--- config.mk ---
export PLATFORM = sky130hd
export DESIGN_NAME = ex_muldiv
export DESIGN_NICKNAME = d
export VERILOG_FILES = /design/src/rtl/ex_muldiv_pkg.sv /design/src/rtl/ex_muldiv_div_core.sv /design/src/rtl/ex_muldiv.sv
export SDC_FILE = /design/constraint.sdc
export NUM_CORES = 1
export LEC_CHECK = 0
export BUFFER_PORTS_ARGS = -buffer_cell sky130_fd_sc_hd__buf_4
export CAP_MARGIN = 20
export CORE_MARGIN = 2
export CORE_UTILIZATION = 26
export DETAILED_ROUTE_END_ITERATION = 7
export PLACE_DENSITY = 0.45
export SLEW_MARGIN = 10
export SYNTH_ARGS = -nofsm -noshare
export SYNTH_HDL_FRONTEND = slang
export SYNTH_HIERARCHICAL = 1
export SYNTH_SLANG_ARGS = --single-unit
export TNS_END_PERCENT = 20
--- constraint.sdc ---
create_clock -name clk -period 7.65 [get_ports clk]
set_clock_uncertainty 0.15 [all_clocks]
set_input_delay 0.765 -clock clk [delete_from_list [all_inputs] [get_ports clk]]
set_output_delay 0.765 -clock clk [all_outputs]
set_load 0.05 [all_outputs]
--- src/rtl/ex_muldiv_pkg.sv ---
// Shared RV32M/RV64M decode constants, hold encodings and FSM state type for ex_muldiv.
package ex_muldiv_pkg;

    localparam int REG_ADDR_W = 5;

    localparam logic [6:0] INST_TYPE_R_M = 7'b0110011;
    localparam logic [6:0] INST_FUNCT7_M = 7'b0000001;

    localparam logic [2:0] INST_MUL    = 3'b000;
    localparam logic [2:0] INST_MULH   = 3'b001;
    localparam logic [2:0] INST_MULHSU = 3'b010;
    localparam logic [2:0] INST_MULHU  = 3'b011;
    localparam logic [2:0] INST_DIV    = 3'b100;
    localparam logic [2:0] INST_DIVU   = 3'b101;
    localparam logic [2:0] INST_REM    = 3'b110;
    localparam logic [2:0] INST_REMU   = 3'b111;

    localparam logic HoldEnable  = 1'b1;
    localparam logic HoldDisable = 1'b0;

    typedef enum logic [1:0] {
        S_IDLE = 2'd0,
        S_MUL  = 2'd1,
        S_DIV  = 2'd2,
        S_DONE = 2'd3
    } md_state_t;

endpackage

--- src/rtl/ex_muldiv_div_core.sv ---
// Unsigned restoring radix-2 divider, one quotient bit per cycle (W cycles after start).
// done is combinational on the last step; quotient/remainder carry that step's result.
module ex_div_core #(
    parameter int W = 32
) (
    input  logic         clk,
    input  logic         rst,
    input  logic         start,
    input  logic         abort,
    input  logic [W-1:0] dividend,
    input  logic [W-1:0] divisor,
    output logic         done,
    output logic [W-1:0] quotient,
    output logic [W-1:0] remainder
);
    localparam int CW = $clog2(W);

    logic          busy;
    logic [CW-1:0] cnt;
    logic [W-1:0]  quo;
    logic [W-1:0]  rem;
    logic [W-1:0]  dsr;
    logic [W:0]    shifted;
    logic [W-1:0]  diff;
    logic          ge;

    always_comb begin
        shifted   = {rem, quo[W-1]};
        ge        = (shifted >= {1'b0, dsr});
        // When ge holds the true difference is below dsr, so W bits suffice.
        diff      = shifted[W-1:0] - dsr;
        remainder = ge ? diff : shifted[W-1:0];
        quotient  = {quo[W-2:0], ge};
        done      = busy && (cnt == CW'(W - 1));
    end

    always_ff @(posedge clk or posedge rst) begin
        if (rst) begin
            busy <= 1'b0;
            cnt  <= '0;
            quo  <= '0;
            rem  <= '0;
            dsr  <= '0;
        end else if (abort) begin
            busy <= 1'b0;
        end else if (start) begin
            busy <= 1'b1;
            cnt  <= '0;
            quo  <= dividend;
            rem  <= '0;
            dsr  <= divisor;
        end else if (busy) begin
            quo <= quotient;
            rem <= remainder;
            cnt <= cnt + CW'(1);
            if (done) begin
                busy <= 1'b0;
            end
        end
    end

endmodule

--- src/rtl/ex_muldiv.sv ---
// RV M-extension execution unit: iterative or array multiply, restoring divide, flush abort.
// Result registered in DONE; hold_flag_o stalls ctrl from issue until the result cycle.
module ex_muldiv
    import ex_muldiv_pkg::*;
#(
    parameter int XLEN     = 32,
    parameter bit MUL_ITER = 1'b1
) (
    input  logic                  clk,
    input  logic                  rstn,
    input  logic                  start_i,
    input  logic [2:0]            funct3_i,
    input  logic [XLEN-1:0]       op1_i,
    input  logic [XLEN-1:0]       op2_i,
    input  logic [REG_ADDR_W-1:0] rd_addr_i,
    input  logic                  flush_i,
    output logic                  busy_o,
    output logic                  hold_flag_o,
    output logic                  valid_o,
    output logic [XLEN-1:0]       result_o,
    output logic [REG_ADDR_W-1:0] rd_addr_o,
    output logic                  regs_wen_o
);
    localparam int CNT_W = $clog2(XLEN);
    localparam logic [XLEN-1:0] SMIN = {1'b1, {(XLEN-1){1'b0}}};

    md_state_t             state;
    logic [1:0]            f3_q;
    logic [REG_ADDR_W-1:0] rd_q;
    logic                  neg_q;
    logic [XLEN-1:0]       mcand_q;
    logic [2*XLEN-1:0]     acc_q;
    logic [CNT_W-1:0]      cnt_q;

    logic            sgn1, sgn2, neg1, neg2, res_neg, is_div;
    logic            div_zero, div_ovf, special, accept;
    logic [XLEN-1:0] abs1, abs2, special_res;

    always_comb begin
        sgn1 = (funct3_i == INST_MULH) || (funct3_i == INST_MULHSU) ||
               (funct3_i == INST_DIV)  || (funct3_i == INST_REM);
        sgn2 = (funct3_i == INST_MULH) || (funct3_i == INST_DIV) || (funct3_i == INST_REM);
        neg1 = sgn1 & op1_i[XLEN-1];
        neg2 = sgn2 & op2_i[XLEN-1];
        abs1 = neg1 ? -op1_i : op1_i;
        abs2 = neg2 ? -op2_i : op2_i;
        // Remainder follows the dividend; everything else is the product/quotient sign.
        res_neg  = (funct3_i == INST_REM) ? neg1 : (neg1 ^ neg2);
        is_div   = funct3_i[2];
        div_zero = (op2_i == '0);
        div_ovf  = sgn2 && (op1_i == SMIN) && (op2_i == '1);
        special  = is_div && (div_zero || div_ovf);
        if (div_zero) begin
            special_res = funct3_i[1] ? op1_i : '1;
        end else begin
            special_res = funct3_i[1] ? '0 : op1_i;
        end
        accept = (state == S_IDLE) && start_i && !flush_i;
    end

    logic [XLEN:0]     mul_sum;
    logic [2*XLEN-1:0] acc_step, prod_arr, prod_mag, prod_res;
    logic              mul_last;

    always_comb begin
        mul_sum  = {1'b0, acc_q[2*XLEN-1:XLEN]} + {1'b0, ({XLEN{acc_q[0]}} & mcand_q)};
        acc_step = {mul_sum, acc_q[XLEN-1:1]};
        prod_arr = {{XLEN{1'b0}}, mcand_q} * {{XLEN{1'b0}}, acc_q[XLEN-1:0]};
        prod_mag = MUL_ITER ? acc_step : prod_arr;
        prod_res = neg_q ? -prod_mag : prod_mag;
        mul_last = !MUL_ITER || (cnt_q == CNT_W'(XLEN - 1));
    end

    logic            div_start, div_done;
    logic [XLEN-1:0] div_quo, div_rem;

    assign div_start = accept && is_div && !special;

    ex_div_core #(
        .W(XLEN)
    ) u_div_core (
        .clk      (clk),
        .rst      (rstn),
        .start    (div_start),
        .abort    (flush_i),
        .dividend (abs1),
        .divisor  (abs2),
        .done     (div_done),
        .quotient (div_quo),
        .remainder(div_rem)
    );

    always_ff @(posedge clk or posedge rstn) begin
        if (rstn) begin
            state     <= S_IDLE;
            f3_q      <= '0;
            rd_q      <= '0;
            neg_q     <= 1'b0;
            mcand_q   <= '0;
            acc_q     <= '0;
            cnt_q     <= '0;
            result_o  <= '0;
            rd_addr_o <= '0;
        end else if (flush_i && (state != S_IDLE)) begin
            state <= S_IDLE;
        end else begin
            unique case (state)
                S_IDLE: begin
                    if (accept) begin
                        f3_q    <= funct3_i[1:0];
                        rd_q    <= rd_addr_i;
                        neg_q   <= res_neg;
                        mcand_q <= abs1;
                        acc_q   <= {{XLEN{1'b0}}, abs2};
                        cnt_q   <= '0;
                        if (special) begin
                            state     <= S_DONE;
                            result_o  <= special_res;
                            rd_addr_o <= rd_addr_i;
                        end else begin
                            state <= is_div ? S_DIV : S_MUL;
                        end
                    end
                end
                S_MUL: begin
                    acc_q <= acc_step;
                    cnt_q <= cnt_q + CNT_W'(1);
                    if (mul_last) begin
                        state     <= S_DONE;
                        result_o  <= (f3_q == 2'b00) ? prod_res[XLEN-1:0] : prod_res[2*XLEN-1:XLEN];
                        rd_addr_o <= rd_q;
                    end
                end
                S_DIV: begin
                    if (div_done) begin
                        state     <= S_DONE;
                        result_o  <= f3_q[1] ? (neg_q ? -div_rem : div_rem)
                                             : (neg_q ? -div_quo : div_quo);
                        rd_addr_o <= rd_q;
                    end
                end
                S_DONE:  state <= S_IDLE;
                default: state <= S_IDLE;
            endcase
        end
    end

    assign busy_o      = (state != S_IDLE);
    assign valid_o     = (state == S_DONE);
    assign regs_wen_o  = valid_o;
    assign hold_flag_o = ((state == S_MUL) || (state == S_DIV) || ((state == S_IDLE) && start_i))
                         ? HoldEnable : HoldDisable;

endmodule

==> results.sh <==
export IMPL_ios=117
export IMPL_whs_ns=0.05705
export IMPL_outcome="completed"
export IMPL_synth_top_area_cell="dfrtp_1"
export IMPL_row_count=102
export IMPL_synth_seq_cells=250
export IMPL_grt_overflow_total=0
export IMPL_start_kind="flip-flop"
export IMPL_cts_max_path_buffers=3
export IMPL_min_period_ns=6.665
export IMPL_design_core_area_um2=77720
export IMPL_path_class="flip-flop to flip-flop"
export IMPL_hold_viol=0
export IMPL_drt_pass1_iterations=5
export IMPL_cts_clk_slew_worst_paths_ns=0.07
export IMPL_via_per_inst=5.499
export IMPL_cts_root_buf="clkbuf_16"
export IMPL_totalWireLength_um=84450
export IMPL_busiest_layer="met2"
export IMPL_syn_num_nets=2603
export IMPL_start_util_pct=26.34
export IMPL_cts_resized=0
export IMPL_powerDensity_nw_per_um2=385.0
export IMPL_crit_fanout=37
export IMPL_async_flop_share_pct=100.0
export IMPL_p_seq_share_pct=26.9
export IMPL_synth_cells=2445
export IMPL_antenna_found_initial=1
export IMPL_grt_use_total_pct=20.39
export IMPL_cp_arrival_ns=6.97
export IMPL_die_h_um=284.6
export IMPL_grt_pass1_vias=18583
export IMPL_wire_per_inst_um=24.15
export IMPL_drc=0
export IMPL_grt_first_pass_wirelength_um=125500
export IMPL_postRouteAntennaNets=0
export IMPL_vias=19229
export IMPL_worstMarginPinSlew_ns=1.079
export IMPL_area_growth_pct=12.63
export IMPL_nets=2594
export IMPL_synth_area_per_cell_um2=8.374
export IMPL_cts_tree="done"
export IMPL_use_met2_pct=33.67
export IMPL_portBuffers=116
export IMPL_cts_hold_repair_buffers=0
export IMPL_clkLatencyLatePin_ns=0.55
export IMPL_die_area_um2=81010
export IMPL_slew_headroom_pct=27.87
export IMPL_leakagePower_nw=9.687
export IMPL_crit_top_cell="or4_1"
export IMPL_p_comb_share_pct=54.5
export IMPL_maxCapViolCount=0
export IMPL_crit_chain="ha_1 > nand4_1 > or3_1 > o21ai_0 > a21o_1 > o21ai_2 > o221a_4 > o211a_1 > inv_4 > mux2_2 > or4_1 > or4_1 > or2_2 > or4_1 > o31ai_1 > xnor2_1 > a311oi_1 > o211ai_1 > a22o_1"
export IMPL_hp_class="input pin to asynchronous set/reset pin"
export IMPL_synth_top_area_share_pct=30.55
export IMPL_setup_violations=0
export IMPL_cts_buffers=35
export IMPL_htreeDepth=2
export IMPL_ys_warn_count=6
export IMPL_p_clk_share_pct=18.6
export IMPL_die_w_um=284.6
export IMPL_peakVddDrop_mv=0.4552
export IMPL_endpoint_kind="flip-flop"
export IMPL_use_met1_pct=27.54
export IMPL_grt_setup_unrepaired="no"
export IMPL_synth_edf_count=0
export IMPL_netSwitchingPower_mw=4.408
export IMPL_ys_top_cells_by_area="dfrtp_1, o21ai_0, nand2_1, ha_1, xnor2_1"
export IMPL_fmax_mhz=150.0
export IMPL_dp_hpwl_um=65170
export IMPL_post_cts_setup_buffer_count=0
export IMPL_synth_area_um2=20470
export IMPL_layout_worst_path_cycle_share_pct=87.12
export IMPL_clock_sinks=250
export IMPL_slowest_delay_ns=0.60
export IMPL_tns_ns=0
export IMPL_met3_usage_pct=2.552
export IMPL_required_ns=7.95
export IMPL_grt_max_degree=68
export IMPL_seq_area_frac_synth_pct=30.55
export IMPL_power_internal_mw=4.470
export IMPL_drtIter0Drc=1633
export IMPL_yosysUniqueCellTypes=101
export IMPL_synth_commonest_cells="nand2_1, dfrtp_1, o21ai_0"
export IMPL_finalMaxSlewViolations=0
export IMPL_drive_gt1_share_pct=13.15
export IMPL_swShare_pct=49.65
export IMPL_fillers=8231
export IMPL_ys_flop_type="dfrtp_1"
export IMPL_yosysMostFrequentCell="nand2_1"
export IMPL_crit_slowest_cell="or4_1"
export IMPL_place_congestion=0.9159
==> per-layer routing <==
layer  part of all wire, %  wire (µm)  vias up
li1                      -          -     8919
met1                    45      37690     9622
met2                    47      39930      568
met3                   4.8       4078      120
met4                   3.3       2755        0
met5                     0          0        -
==> kinds of logic after synthesis <==
logic type | after synthesis | synth area share, %
compound gates | 737 | 23.95
xor+xnor | 196 | 8.384
fa+ha+maj | 107 | 6.307
buf+inv | 268 | 6.264
flops | 250 | 30.55
mux | 90 | 5.372
simple gates | 797 | 19.17
==> power by group through the flow <==
stage	Clock (mW)	Sequential [mW]	Combinational (mW)
2_1_floorplan	0	2.34	3.35
3_3_place_gp	0	2.40	4.77
3_5_place_dp	0	2.41	4.79
4_1_cts	1.69	2.39	4.81
5_1_grt	1.74	2.45	5.26
6_report	1.65	2.39	4.84
==> area by class of cell <==
cell class	instances	area (µm²)	share of cell area (%)
Timing Repair Buffer	143	1086	4.709
Antenna cell	1	2.502	0.01085
Sequential cell	250	6261	27.15
Clock buffer	48	974.7	4.227
Clock inverter	9	127.6	0.5534
Inverter	79	306.5	1.329
Multi-Input combinational cell	1927	13000	56.38
Tap cell	1040	1301	5.643
==> per-stage QoR <==
stage	area [µm²]	util, %	std cells	setup WS, ns	total power, mW
after floorplan	20470	-	2445	1.739	5.691
after global placement	21960	28.25	3439	1.175	7.172
after detailed placement	21960	28.25	3439	1.066	7.197
after CTS	23060	29.67	3496	1.033	8.886
after global routing	23060	29.67	3496	0.4747	9.444
final	23060	29.67	3497	0.9850	8.878
==> worst paths after layout <==
kind / start / end / slack (ns) / cells after the start
min: rstn / result_o[1] / 0.06 / 2
max reg2reg: u_div_core/rem[10] / result_o[31] / 0.99 / 19
min in group clk: rd_addr_i[3] / rd_q[3] / 0.32 / 2
min reg2reg: acc_q[32] / acc_q[32] / 0.33 / 2
max in group asynchronous: rstn / u_div_core/dsr[24] / 5.88 / 3
max: u_div_core/rem[10] / result_o[31] / 0.99 / 19
==> worst max-delay path: cells and delay by family (launching register included) <==
kind                       cells  cell delay, ns
DFF                            1            0.41
AOI/OAI and AO/OA              9            1.97
muxes                          1            0.45
adders and majority gates      1            0.44
and+or+nand+nor                6            2.54
xor gates and xnor gates       1            0.10
buffers and inverters          1            0.43
==> layout by cell type (no fill, tap or decap), types with 8 or more instances in the layout <==
master	instances
nand2_1	281
dfrtp_1	248
o21ai_0	219
a21oi_1	149
buf_4	142
nor2_1	137
xnor2_1	98
xor2_1	98
ha_1	79
inv_1	76
nor3_1	64
nand3_1	52
mux2_2	47
a22o_1	47
and2_1	45
and3_1	41
o31ai_1	39
o211ai_1	35
clkbuf_16	35
or3_1	29
a221o_1	29
nand4_1	28
a22oi_1	26
maj3_1	25
mux2i_1	24
a31oi_1	23
or4_1	22
nor4_1	20
a211oi_1	19
nand2b_1	16
a21o_1	16
o41ai_1	14
a311oi_1	14
mux2_4	13
or2_2	12
o21bai_1	12
clkbuf_1	8
==> sequential cells by signal (all words and copies together) (netlist names) <==
signal           cells
f3_q                 2
result_o            32
rd_q                 5
neg_q                1
mcand_q             32
u_div_core/busy      1
state                2
u_div_core/cnt       5
rd_addr_o            5
cnt_q                5
u_div_core/rem      32
u_div_core/dsr      32
u_div_core/quo      32
acc_q               64
Note: power is estimated with default switching activity, not from simulation.
